[config.mk]
export PLATFORM = sky130hd
export DESIGN_NAME = idex_fwd_stage
export DESIGN_NICKNAME = d
export VERILOG_FILES = /design/src/rtl/idex_fwd_stage.sv
export SDC_FILE = /design/constraint.sdc
export NUM_CORES = 1
export LEC_CHECK = 0
export CORE_MARGIN = 3
export CORE_UTILIZATION = 37
export DETAILED_ROUTE_END_ITERATION = 8
export PLACE_DENSITY_LB_ADDON = 0.08
export REMOVE_ABC_BUFFERS = 1
export SLEW_MARGIN = 30
export SYNTH_ARGS = -nofsm -noshare
export SYNTH_HDL_FRONTEND = slang
export SYNTH_SLANG_ARGS = --single-unit
export TNS_END_PERCENT = 100
[constraint.sdc]
create_clock -name clk -period 1.8 [get_ports clk]
set_input_delay 0.27 -clock clk [delete_from_list [all_inputs] [get_ports clk]]
set_output_delay 0.27 -clock clk [all_outputs]
set_load 0.01 [all_outputs]
[src/rtl/idex_fwd_stage.sv]
// Decode->execute pipeline register with EX/MEM destination history, forwarding-control
// generation for both operands and load-use stall/bubble insertion.
module idex_fwd_stage #(
  parameter int unsigned CTRL_W = 24
) (
  input  logic              clk,
  input  logic              rst_n,
  input  logic              stall_in,
  input  logic              flush,
  input  logic              id_valid,
  input  logic [2:0]        id_rsA,
  input  logic              id_useA,
  input  logic [2:0]        id_rsB,
  input  logic              id_useB,
  input  logic              id_stuSel,
  input  logic              id_regWrite,
  input  logic [2:0]        id_wrReg,
  input  logic [1:0]        id_wbSel,
  input  logic [CTRL_W-1:0] id_ctrl,
  input  logic [15:0]       id_inA,
  input  logic [15:0]       id_inB,
  output logic              ex_valid,
  output logic [CTRL_W-1:0] ex_ctrl,
  output logic [15:0]       ex_inA,
  output logic [15:0]       ex_inB,
  output logic [1:0]        ex_wbSel,
  output logic [4:0]        fwCntrlA,
  output logic [4:0]        fwCntrlB,
  output logic              stall_out
);

  localparam int unsigned REG_W  = 3;
  localparam int unsigned DATA_W = 16;
  localparam int unsigned WB_W   = 2;
  localparam int unsigned FW_W   = 5;
  localparam logic [WB_W-1:0] WB_MEM = WB_W'(1);

  typedef struct packed {
    logic             v;
    logic             reg_write;
    logic [REG_W-1:0] wr_reg;
    logic [WB_W-1:0]  wb_sel;
  } slot_t;

  slot_t             ex_slot, mem_slot;
  slot_t             ex_slot_nx, mem_slot_nx;
  logic              ex_valid_nx;
  logic [CTRL_W-1:0] ex_ctrl_nx;
  logic [DATA_W-1:0] ex_inA_nx, ex_inB_nx;
  logic [WB_W-1:0]   ex_wbSel_nx;
  logic [FW_W-1:0]   fwCntrlA_nx, fwCntrlB_nx;

  logic              x_a_c, x_b_c, m_a_c, m_b_c;
  logic              load_use_c;
  logic [FW_W-1:0]   fw_a_c, fw_b_c;

  // Destination matches against the in-flight EX and MEM producers
  always_comb begin
    x_a_c = ex_slot.v  & ex_slot.reg_write  & (ex_slot.wr_reg  == id_rsA);
    x_b_c = ex_slot.v  & ex_slot.reg_write  & (ex_slot.wr_reg  == id_rsB);
    m_a_c = mem_slot.v & mem_slot.reg_write & (mem_slot.wr_reg == id_rsA);
    m_b_c = mem_slot.v & mem_slot.reg_write & (mem_slot.wr_reg == id_rsB);
  end

  // Forwarding words; the younger EX producer wins over MEM
  always_comb begin
    fw_a_c = '0;
    fw_b_c = '0;
    if (id_useA & x_a_c)      fw_a_c[3:0] = {1'b1, 1'b0, ex_slot.wb_sel};
    else if (id_useA & m_a_c) fw_a_c[3:0] = {1'b1, 1'b1, mem_slot.wb_sel};
    if (id_useB & x_b_c)      fw_b_c[3:0] = {1'b1, 1'b0, ex_slot.wb_sel};
    else if (id_useB & m_b_c) fw_b_c[3:0] = {1'b1, 1'b1, mem_slot.wb_sel};
    fw_b_c[4] = id_stuSel;
  end

  // A load in EX cannot feed ID yet; a redirect makes the consumer irrelevant
  always_comb begin
    load_use_c = id_valid & ~flush
               & ((id_useA & x_a_c) | (id_useB & x_b_c))
               & (ex_slot.wb_sel == WB_MEM);
  end

  assign stall_out = load_use_c;

  // Next-state: hold on freeze, otherwise shift history and load ID or a bubble
  always_comb begin
    ex_slot_nx  = ex_slot;
    mem_slot_nx = mem_slot;
    ex_valid_nx = ex_valid;
    ex_ctrl_nx  = ex_ctrl;
    ex_inA_nx   = ex_inA;
    ex_inB_nx   = ex_inB;
    ex_wbSel_nx = ex_wbSel;
    fwCntrlA_nx = fwCntrlA;
    fwCntrlB_nx = fwCntrlB;
    if (!stall_in) begin
      mem_slot_nx = ex_slot;
      ex_slot_nx  = '0;
      ex_valid_nx = 1'b0;
      ex_ctrl_nx  = '0;
      ex_inA_nx   = '0;
      ex_inB_nx   = '0;
      ex_wbSel_nx = '0;
      fwCntrlA_nx = '0;
      fwCntrlB_nx = '0;
      if (!flush && !load_use_c && id_valid) begin
        ex_slot_nx.v         = 1'b1;
        ex_slot_nx.reg_write = id_regWrite;
        ex_slot_nx.wr_reg    = id_wrReg;
        ex_slot_nx.wb_sel    = id_wbSel;
        ex_valid_nx          = 1'b1;
        ex_ctrl_nx           = id_ctrl;
        ex_inA_nx            = id_inA;
        ex_inB_nx            = id_inB;
        ex_wbSel_nx          = id_wbSel;
        fwCntrlA_nx          = fw_a_c;
        fwCntrlB_nx          = fw_b_c;
      end
    end
  end

  // Stage registers
  always_ff @(posedge clk or negedge rst_n) begin
    if (!rst_n) begin
      ex_slot  <= '0;
      mem_slot <= '0;
      ex_valid <= 1'b0;
      ex_ctrl  <= '0;
      ex_inA   <= '0;
      ex_inB   <= '0;
      ex_wbSel <= '0;
      fwCntrlA <= '0;
      fwCntrlB <= '0;
    end else begin
      ex_slot  <= ex_slot_nx;
      mem_slot <= mem_slot_nx;
      ex_valid <= ex_valid_nx;
      ex_ctrl  <= ex_ctrl_nx;
      ex_inA   <= ex_inA_nx;
      ex_inB   <= ex_inB_nx;
      ex_wbSel <= ex_wbSel_nx;
      fwCntrlA <= fwCntrlA_nx;
      fwCntrlB <= fwCntrlB_nx;
    end
  end

endmodule

# ---- Word-level counts from Yosys, hierarchy flattened
# Index checks and enable logic that the tools add are counted.
dict set report word_totals {
  word_cells 51
  out_inout_bits 70
  reg_bits 83
}
dict set report classes {
  n_eq_ne 5
  mux 12
  reduce_logical 4
  n_bitwise 15
}
# op count
set ops {}
lappend ops {{$mux 16} 2}
lappend ops {{$mux 24} 1}
lappend ops {{$mux 4} 5}
lappend ops {{$and 1x1->1} 13}
lappend ops {{$eq 3x3->1} 4}
lappend ops {{$mux 7} 1}
lappend ops {{$mux 5} 1}
lappend ops {{$eq 2x1->1 const B} 1}
lappend ops {{$logic_and 1x1->1} 2}
lappend ops {{$logic_not 1->1} 2}
lappend ops {{$mux 2} 1}
lappend ops {{$mux 1} 1}
lappend ops {{$not 1->1} 1}
lappend ops {{$or 1x1->1} 1}

# ---- Logic depth before layout (Yosys ltp)
# Gate-level depths: netlist (run 1).
dict set report depth {
  ltp_word 10
  mapped_depth 7
  depth_no_buf 5
}

# ---- Least setup slack after synthesis (run 1)
# No wires, ideal clock.
dict set report synth_timing {
  kind {register to register}
  startpoint {register ex_slot[4] in the netlist's numbering}
  endpoint {register ex_inB[14]}
  period_less_slack_ns 1.817
  path_stages_with_launch 8
  arrival_time_ns 1.696
  path_slack_ns -0.017
  setup_ns 0.121
  path_cell_list {dfrtp_1 xor2_1 nor4_2 o21a_2 nor4b_2 buf_6 buf_6 a22o_1}
}
dict set report synth_via {
  elab_chain_cells 10
  word_cells_on_any_way 13
  classes_between {eq/ne: 2; mux: 1; bitwise: 7; reduce/logical: 3}
}
# item line
set synth_lines {}
lappend synth_lines {{from (decl)} 45} ;# slot_t ex_slot, mem_slot;
lappend synth_lines {{from (signal assigned)} 135} ;# ex_slot <= ex_slot_nx;
lappend synth_lines {{$eq 3x3->1, on equally long branches} {59, 60}}
lappend synth_lines {{$and 1x1->1, on equally long branches} {59, 60}}
lappend synth_lines {{$and 1x1->1} 79} ;# & ((id_useA & x_a_c) | (id_useB & x_b_c))
lappend synth_lines {{$or 1x1->1 (*)} 79}
lappend synth_lines {{$and 1x1->1 (*)} 79}
lappend synth_lines {{$and 1x1->1 (*)} 80} ;# & (ex_slot.wb_sel == WB_MEM);
lappend synth_lines {{net stall_out} 29} ;# output logic stall_out
lappend synth_lines {{$logic_not 1->1 (*)} 106} ;# if (!flush && !load_use_c && id_valid) begin
lappend synth_lines {{$logic_and 1x1->1 (*) (2 in series)} 106}
lappend synth_lines {{$mux 16 (*)} 106}
lappend synth_lines {{to (signal assigned)} 140} ;# ex_inB <= ex_inB_nx;
lappend synth_lines {{to (decl)} 25} ;# output logic [15:0] ex_inB,
# Mark *: on every way through the listed nets, which the timed path passes. The rest lies on a longest branch.
# A chain may end at the register's enable or synchronous reset.

# ---- Worst setup path in the final report (run 1)
dict set report layout_timing {
  startpoint {register ex_slot[3] in the netlist's numbering}
  endpoint {register ex_ctrl[14]}
}
dict set report layout_via {
  elab_chain_cells 10
  word_cells_on_any_way 13
  classes_between {eq/ne: 2; mux: 1; bitwise: 7; reduce/logical: 3}
}
# item line
set layout_lines {}
lappend layout_lines {{$eq 3x3->1, on equally long branches} {59, 60}}
lappend layout_lines {{$and 1x1->1, on equally long branches} {59, 60}}
lappend layout_lines {{$and 1x1->1} 79}
lappend layout_lines {{$or 1x1->1 (*)} 79}
lappend layout_lines {{$and 1x1->1 (*)} 79}
lappend layout_lines {{$and 1x1->1 (*)} 80}
lappend layout_lines {{$logic_not 1->1 (*)} 106}
lappend layout_lines {{$logic_and 1x1->1 (*) (2 in series)} 106}
lappend layout_lines {{$mux 24 (*)} 106}
lappend layout_lines {{to (signal assigned)} 138} ;# ex_ctrl <= ex_ctrl_nx;
lappend layout_lines {{to (decl)} 23} ;# output logic [CTRL_W-1:0] ex_ctrl,
# Every way passes the cells marked *; elsewhere a longest branch is shown, timed or not.

==> metrics.cfg, run 1 <==
[status]
status = complete, but fails checks
violations = negative setup slack

[worst_setup_path]
slowest_delay_ps = 430
startpoint_type = register
critical_path.cell_chain = xor2_1 -> nor4_2 -> o21a_2 -> buf_6 -> nor4b_4 -> buf_6 -> buf_12 -> a22o_1
crit_type = register to register
cpMaxStageDelayCell = dfrtp_1
worstPathRequired_ps = 2020
critPathMaxFanout = 30
cpMostUsedCell = buf_6
endpoint_kind = register
arrival_ps = 2110

[synthesis]
syn_area_per_cell_um2 = 14.76
synth_area_um2 = 3099
ys_ff_latch = 79
syn-instance-count = 210
yosysUniqueCellTypes = 22
ys_warn_count = 0
ys_seq_area_frac = 0.6379

[placed_design]
gp_congestion = 0.7767
place_hpwl_mm = 5.625
dpl-instance-area_um2 = 4783
numPortBuffers = 144
dp.cells = 464

[sta]
period_share = 1.048
setup_ws_ps = -86.03
slew_viol_final = 0
setup_viol = 73
whs_ps = 331.1
finClkSkew_ps = 12.43
min_period_ps = 1886
timing.fmax_ghz = 0.5302
grt_setup_unrepaired = true
final-hold-violation-count = 0

[floorplanning]
io_pins = 146
die_y_um = 97.52
fp.dieW_um = 97.52
die_area_um2 = 9510
core_um2 = 7928
rows = 32
initial_core_util = 0.3909

[hold_path]
hold_class = input port to asynchronous set/reset pin

[global_route]
grt_max_degree = 54
antenna_found_initial = 0
grt_pass1_wl_mm = 13.13
grt_pass1_vias = 2580
grt_remaining_overflow = 0
grt_use_total = 0.1685

[cts]
insertion_delay_ps = 340
cts.clk_slew.worst_paths_ps = 90
cts-buffers-inserted = 9
cts_tree = yes
cts_buffer_depth = 2
cts.root.buffer_cell = clkbuf_8
clock-sinks = 79
cts_htree_levels = 3

[layout]
layout.cells.non_filler = 482
nets = 451
drive_gt1_frac = 0.1553
finish.instance_area_um2 = 5009
area_growth_pct = 61.61
num_antenna_cells = 0
utilization = 0.6318

[route]
drtPass1Iterations = 4
m1WireLength_mm = 3.544
wl_met3_um = 633
num_vias = 2435
top_layer_used = met4
vias_per_cell = 5.052
wl_met2_mm = 3.546
drt_iter0_drc = 55
drc = 0
post_drt_wl_per_cell_um = 16.17
drtAntennaViolNets = 0
wirelength_mm = 7.794

[power]
cellPowerDensity_nw_per_um2 = 776.1
ir_worst_vdd_mv = 0.4171
p_leak_uw = 0.002274

[flow_run]
max-cap-violations = 0

-- flip-flops by register name (all words and copies together), names as in the netlist --
name      cells
ex_slot       4
ex_wbSel      2
ex_ctrl      24
ex_inA       16
ex_valid      1
ex_inB       16
fwCntrlA      4
fwCntrlB      5
mem_slot      7
-- layout by cell type, fill, tap and decap left out, types with 3 or more instances in the layout --
master and n:
inv_6 4, xnor2_1 6, clkdlybuf4s50_1 141, dfrtp_1 79
xor2_1 6, buf_12 4, clkbuf_8 9, a22o_1 75
mux2_2 7, buf_4 23, buf_6 3
-- final cells by class --
| class | count | area, um2 |
|---|---|---|
| clock inverters | 7 | 77.57 |
| multi-input cells | 111 | 984.7 |
| repair buffers | 174 | 1718 |
| clock buffers | 9 | 123.9 |
| flip-flops and latches | 79 | 1977 |
| fillers | 640 | 2919 |
| well taps | 102 | 127.6 |
-- where the power goes --
group          switching [uW]  internal, uW
sequential               60.2          1870
clock                     666           658
combinational             233           405
total                     959          2930
-- cell families after synthesis --
group,Yosys count,share of synthesized area
AOI/OAI and AO/OA,79,0.2229
xor gates and xnor gates,12,0.03391
buffers and inverters,20,0.04723
DFF,79,0.6379
muxes,7,0.02544
other,1,0.001210
and+or+nand+nor,12,0.03149
-- worst max-delay path: cells and delay by family (launching register included) --
kind,cells,cell delay (ps)
AO/OA/AOI/OAI,2,410
XOR/XNOR,1,160
buffers and inverters,3,400
AND/OR/NAND/NOR,2,360
flip-flops,1,430
-- per-layer routing --
metal	track usage	vias up
met5	0	-
met3	0.04810	6
met1	0.2339	1197
li1	-	1136
met4	0.05112	0
met2	0.2567	96
-- synthesized netlist by cell type --
master	number	area, um2
nor4_2	2	25.02
a41o_1	1	10.01
xnor2_1	6	52.55
clkbuf_1	9	33.78
nand4_1	1	6.260
conb_1	1	3.750
and3_1	1	6.260
nand2_1	2	7.510
buf_6	8	90.09
nor4b_2	1	15.01
and4bb_1	1	12.51
nand3_1	2	10.01
nor3_1	1	5.000
dfrtp_1	79	1977
xor2_1	6	52.55
buf_4	3	22.52
a22o_1	75	656.9
mux2_2	7	78.83
o21a_2	1	8.760
a21o_1	1	7.510
nor4bb_1	1	10.01
o21bai_1	1	7.510
-- per-stage QoR --
stage | worst slack [ps] | TNS [ps] | total power, uW
floorplan | -2497 | -179550 | 2129
global placement | -436.1 | -22830 | 2594
detailed placement | -453.9 | -23990 | 2602
CTS | -97.47 | -5438 | 3947
global route | -189.3 | -11510 | 4092
finish | -86.03 | -3734 | 3887
-- repair_timing --
item                                   4_1_cts  5_1_grt
endpoints found under the hold margin       15        0
cloned                                       0        0
setup buffers                                1        0
resized for setup                            5        2
hold buffers                                 1        0
pin swaps                                    4        1
setup endpoints to repair                   73       73
-- final timing paths --
kind / start / endpoint / slack [ps] / cells past startpoint
min: rst_n / ex_inA[3]$_DFFE_PN0N_ / 330 / 2
max in group asynchronous: rst_n / ex_ctrl[7]$_DFFE_PN0N_ / 890 / 3
min reg2reg: fwCntrlA[1]$_DFFE_PN0N_ / fwCntrlA[1]$_DFFE_PN0N_ / 510 / 1
max: ex_slot[3]$_DFFE_PN0N_ / ex_ctrl[14]$_DFFE_PN0N_ / -90 / 8
max reg2reg: ex_slot[3]$_DFFE_PN0N_ / ex_ctrl[14]$_DFFE_PN0N_ / -90 / 8
min in group clk: stall_in / ex_valid$_DFFE_PN0N_ / 510 / 3
(Power assumes the default switching activity.)
==> inputs of run 2 (changes only) <==
--- a/config.mk
+++ b/config.mk
@@ -6,7 +6,7 @@
 export NUM_CORES = 1
 export LEC_CHECK = 0
 export CORE_MARGIN = 3
-export CORE_UTILIZATION = 37
+export CORE_UTILIZATION = 44
 export DETAILED_ROUTE_END_ITERATION = 8
 export PLACE_DENSITY_LB_ADDON = 0.08
 export REMOVE_ABC_BUFFERS = 1
==> constraint.sdc (replaced) <==
create_clock -name clk -period 2.4 [get_ports clk]
set_input_delay 0.36 -clock clk [delete_from_list [all_inputs] [get_ports clk]]
set_output_delay 0.36 -clock clk [all_outputs]
set_load 0.01 [all_outputs]
==> run 2 against run 1 <==
Net effect:
- the flow now finishes without violations
- combinational power fell by 29%
- clock-buffer cell count stayed put
- non-clock buffer count fell by 15
- highest routed layer unchanged
- clock skew shrank 2.8 ps
- setup slack gained 360 ps
- hold slack got worse by 320 ps
- clock power down 14%
- first-iteration DRC count up 27%
- sequential power shrank 25%
- sequential cell count stayed put
- routed wire length is 2.7% lower
==> metrics.cfg, run 2 (same netlist as run 1, synthesis figures left out) <==
[floorplanning]
fp.dieW_um = 89.93
die_area_um2 = 8087
core_um2 = 6568
die_y_um = 89.93
io_pins = 146
initial_core_util = 0.4719
rows = 29

[layout]
layout_common_cells = clkdlybuf4s50_1, dfrtp_1, a22o_1
largest_reg_flops = 24
reg_top3 = ex_ctrl: 24 flops, ex_inA: 16 flops, ex_inB: 16 flops
drive_gt1_frac = 0.1181
area_growth_pct = 57.93
finish.instance_area_um2 = 4895
num_antenna_cells = 0
final_common_cell = clkdlybuf4s50_1
regMostFlops = ex_ctrl
nets = 436

[worst_setup_path]
crit_type = input port to register
critical_path.cell_chain = clkdlybuf4s50_1 -> xor2_1 -> nor4_4 -> o21a_2 -> buf_4 -> nor4b_4 -> buf_4 -> a22o_1
cpMaxStageDelayCell = clkdlybuf4s50_1
startpoint_type = input port
arrival_ps = 2390
cpMostUsedCell = buf_4
worstPathRequired_ps = 2670
critPathMaxFanout = 29
endpoint_kind = register
slowest_delay_ps = 500

[cts]
clock-sinks = 79
cts_hold_repair.buffers = 0
cts_htree_levels = 3
cts.clk_slew.worst_paths_ps = 70
cts-buffers-inserted = 9
cts.root.buffer_cell = clkbuf_8
insertion_delay_ps = 340
cts_buffer_depth = 2
cts_tree = yes

[global_route]
grt_pass1_wl_mm = 12.62
grt_pass1_vias = 2480
gr-usage-met2 = 0.3008
grt_use_met3 = 0.05927
top_usage_layer = met2
grt_max_degree = 54
grt_remaining_overflow = 0
antenna_found_initial = 0
grtUsageMet1 = 0.2576
grt_use_total = 0.1933

[sta]
slew_viol_final = 0
worstMarginPinSlew_ps = 572.6
tns_ps = 0
setup_viol = 0
final-hold-violation-count = 0
relSlewSlack = 0.6182
grt_setup_unrepaired = false
timing.fmax_ghz = 0.4713
period_share = 0.8841
min_period_ps = 2122
finClkSkew_ps = 9.608

[placed_design]
numPortBuffers = 144
place_hpwl_mm = 5.341
gp_congestion = 0.7333
dpl-instance-area_um2 = 4649

[power]
power_frac_seq = 0.477
p_leak_uw = 0.002217
finalPower_uw = 3039
intPower_uw = 2367
power.switching_uw = 671.9
netSwitchingFraction = 0.2211
cellPowerDensity_nw_per_um2 = 620.9
comb_power_share = 0.149
pwr-share-clk = 0.374
ir_worst_vdd_mv = 0.3939

[route]
post_drt_wl_per_cell_um = 16.59
num_vias = 2377
drtAntennaViolNets = 0
drtPass1Iterations = 4
drt_iter0_drc = 70
vias_per_cell = 5.201
wirelength_mm = 7.582
drc = 0

[status]
status = complete, no violations

[flow_run]
max-cap-violations = 0

[hold_path]
hold_class = input port to asynchronous set/reset pin

-- run 2: cell types whose count changed in the layout (fill, tap and decap cells not counted), sizes merged --
cell	previous run	this run
dlymetal6s2s	0	1
buf	32	17
bufinv	1	3
inv	4	0
clkinvlp	1	2
dlygate4sd3	1	0
-- run 2: path summary, 6_finish.rpt --
kind / cells after the start / slack [ps] / endpoint / startpoint
worst max-delay path: 8 / 280 / ex_ctrl[12]$_DFFE_PN0N_ / id_rsA[1]
worst min-delay path: 1 / 7 / fwCntrlB[1]$_DFFE_PN0N_ / rst_n
worst max register to register: 7 / 370 / ex_ctrl[12]$_DFFE_PN0N_ / ex_slot[3]$_DFFE_PN0N_
worst min register to register: 1 / 510 / ex_inB[13]$_DFFE_PN0N_ / ex_inB[13]$_DFFE_PN0N_
max in group asynchronous: 2 / 1800 / ex_ctrl[13]$_DFFE_PN0N_ / rst_n
min in group clk: 1 / 510 / ex_inB[13]$_DFFE_PN0N_ / ex_inB[13]$_DFFE_PN0N_
-- run 2: metrics by stage --
step	setup WS, ps	hold WS, ps	util	instances
final	278.3	7.321	0.7453	457
after global routing	181.5	47.26	0.7453	457
after CTS	2.296	26.78	0.7436	457
after detailed placement	-8.657	392.6	0.7079	442
after global placement	25.11	383.6	0.7079	442
after floorplan	-1897	64.41	-	190
-- run 2: routing by layer --
metal  share of wire  vias to the layer above
li1                -                     1095
met4           0.018                        0
met2            0.46                      101
met3           0.084                       11
met1            0.43                     1170
met5               0                        -
-- run 2: what timing repair did --
| action | CTS | global route |
|---|---|---|
| buffers inserted | 0 | 0 |
| setup endpoints to repair | 0 | 1 |
| gates resized for setup | 0 | 2 |
-- run 2: area by class of cell --
type | count | area, um2
Sequential cell | 79 | 1977
Timing Repair Buffer | 159 | 1574
Fill cell | 441 | 1673
Clock buffer | 9 | 123.9
Multi-Input combinational cell | 111 | 993.5
Tap cell | 93 | 116.4
Clock inverter | 6 | 110.1
-- run 2: power by group through the flow --
stage          Sequential (uW)  Clock [uW]  Combinational (uW)
2_1_floorplan             1490           0                 103
3_3_place_gp              1470           0                 450
3_5_place_dp              1470           0                 456
4_1_cts                   1450        1170                 458
5_1_grt                   1460        1220                 489
6_report                  1450        1140                 453
-- run 2: critical path, delay by kind of cell --
kind,cells,cell delay [ps]
AO/OA/AOI/OAI,2,400
XOR/XNOR,1,250
buffers and inverters,3,1000
AND/OR/NAND/NOR,2,370
==> inputs of run 3 (changes only) <==
--- a/config.mk
+++ b/config.mk
@@ -6,9 +6,11 @@
 export NUM_CORES = 1
 export LEC_CHECK = 0
 export CORE_MARGIN = 3
-export CORE_UTILIZATION = 44
+export CORE_UTILIZATION = 60
 export DETAILED_ROUTE_END_ITERATION = 8
+export DONT_BUFFER_PORTS = 1
 export PLACE_DENSITY_LB_ADDON = 0.08
+export RECOVER_POWER = 50
 export REMOVE_ABC_BUFFERS = 1
 export SLEW_MARGIN = 30
 export SYNTH_ARGS = -nofsm -noshare
==> run 3 against run 2 <==
Net effect:
- fmax rose by 9.9%
- clock skew barely moved
- critical path depth fell by 2
- sequential cell count did not move
- first-iteration DRC count rose by 49%
- combinational power fell by 69%
- clock power barely moved
- design area fell by 32%
- critical path type is now register to register
- global-route usage rose by 1.1 points
- register-to-register slack improved by 100 ps
- clock-buffer cell count rose by 1
- sequential power rose by 3%
==> metrics.cfg, run 3 (same netlist as run 1, synthesis figures left out) <==
[status]
status = complete, no violations

[cts]
cts.clk_slew.worst_paths_ps = 80
cts_htree_levels = 3
postCtsSetupRepairBufs = 0
cts_tree = yes
insertion_delay_ps = 330
clock-sinks = 79
cts-buffers-inserted = 9
cts_buffer_depth = 2
cts.root.buffer_cell = clkbuf_8

[placed_design]
pre_cts_ws_ps = 489.7
dp.cells = 261
gp_congestion = 0.7321
numPortBuffers = 0

[power]
power_frac_seq = 0.539
pwr-share-clk = 0.410
comb_power_share = 0.052
ir_worst_vdd_mv = 0.4472
power.switching_uw = 594.9
netSwitchingFraction = 0.2156
intPower_uw = 2164
p_leak_uw = 0.001617
cellPowerDensity_nw_per_um2 = 828.7

[sta]
relSlewSlack = 0.3369
min_period_ps = 1930
grt_setup_unrepaired = false
slew_viol_final = 0
period_share = 0.8043
timing.fmax_ghz = 0.5180
final-hold-violation-count = 0
finClkSkew_ps = 9.124
whs_ps = 150.9
setup_ws_ps = 469.6
worstMarginPinSlew_ps = 994.6
setup_viol = 0
tns_ps = 0

[worst_setup_path]
r2r_start = ex_slot[4]$_DFFE_PN0N_
arrival_ps = 2190
critPathMaxFanout = 42
worstSetupStartpoint = ex_slot[4]$_DFFE_PN0N_
crit_type = register to register
worstPathRequired_ps = 2660
startpoint_type = register
endpoint_kind = register

[route]
num_vias = 1803
wirelength_mm = 6.006
drc = 0
vias_per_cell = 6.462
drtPass1Iterations = 4
drt_iter0_drc = 104
drtAntennaViolNets = 0
post_drt_wl_per_cell_um = 21.53

[global_route]
antenna_found_initial = 0
grt_max_degree = 81
grt_pass1_vias = 1876
grt_use_total = 0.2046
grt_pass1_wl_mm = 9.515
grt_remaining_overflow = 0

[layout]
final_common_cell = dfrtp_1
drive_gt1_frac = 0.1462
largest_reg_flops = 24
num_antenna_cells = 0
area_growth_pct = 7.428
reg_top3 = ex_ctrl: 24 flops, ex_inA: 16 flops, ex_inB: 16 flops
regMostFlops = ex_ctrl
layout_common_cells = dfrtp_1, a22o_1, clkbuf_8
fillers = 349
nets = 283
layout.cells.non_filler = 279

[floorplanning]
die_y_um = 77.87
fp.dieW_um = 77.87
rows = 25
core_um2 = 4848
io_pins = 146
initial_core_util = 0.6392
die_area_um2 = 6064

[hold_path]
hold_class = input port to register
hp-start = id_inB[6]

[flow_run]
max-cap-violations = 0

[run 3: cell types whose count changed in the layout (fill, tap and decap cells not counted)]
cell	previous run	this run
clkinvlp_4	2	0
clkinv_2	1	2
nor4_4	1	0
clkinv_4	0	1
clkbuf_4	0	1
clkdlybuf4s50_1	141	0
buf_2	1	0
dlygate4sd3_1	0	1
clkbuf_1	0	1
buf_12	2	0
nor4_2	1	2
buf_4	14	4
dlymetal6s2s_1	1	0
[run 3: worst paths after layout]
path,endpoint,slack [ps],cells past startpoint
min in group asynchronous,ex_inB[2]$_DFFE_PN0N_,810,2
max,ex_inA[8]$_DFFE_PN0N_,470,6
max reg2reg,ex_inA[8]$_DFFE_PN0N_,470,6
min,ex_inB[6]$_DFFE_PN0N_,150,1
min reg2reg,mem_slot[5]$_DFFE_PN0N_,540,1
max in group asynchronous,fwCntrlA[1]$_DFFE_PN0N_,980,2
[run 3: worst max-delay path: stages, from the launching register on]
cell	delay (ps)
dfrtp_1	420
xor2_1	200
nor4_2	80
o21a_2	260
nor4b_4	240
buf_4	420
a22o_1	220
[run 3: stage by stage]
step	instance area [um2]	total power (uW)	util
final	3329	2759	0.6867
after floorplan	2953	1597	-
after global placement	3075	1622	0.6343
after detailed placement	3075	1631	0.6343
after CTS	3349	2789	0.6908
after global routing	3329	2882	0.6867
[run 3: layout make-up]
class	count	area, um2	area share
multi-input cells	111	984.7	0.2958
repair buffers	6	47.55	0.01428
clock inverters	6	108.9	0.03269
well taps	67	83.83	0.02518
flip-flops and latches	79	1977	0.5938
clock buffers	10	127.6	0.03833
[run 3: repair_timing]
item / in CTS / in global routing
resized for setup: 0 / 0
endpoints found under the hold margin: 79 / 0
setup endpoints to repair: 0 / 0
hold buffers: 2 / 0
[run 3: per-layer routing]
| layer | vias up | global-route usage | wire [um] |
|---|---|---|---|
| li1 | 792 | - | - |
| met1 | 890 | 0.2399 | 2263 |
| met2 | 114 | 0.3322 | 3013 |
| met3 | 7 | 0.08005 | 668 |
| met4 | 0 | 0.09075 | 60 |
| met5 | - | 0 | 0 |
[run 3: power by group through the flow]
stage / clock network (uW) / logic, uW / registers, uW
after detailed placement: 0 / 119 / 1510
after floorplan: 0 / 103 / 1490
after global placement: 0 / 110 / 1510
after CTS: 1150 / 151 / 1490
final: 1130 / 142 / 1490
after global routing: 1220 / 161 / 1500
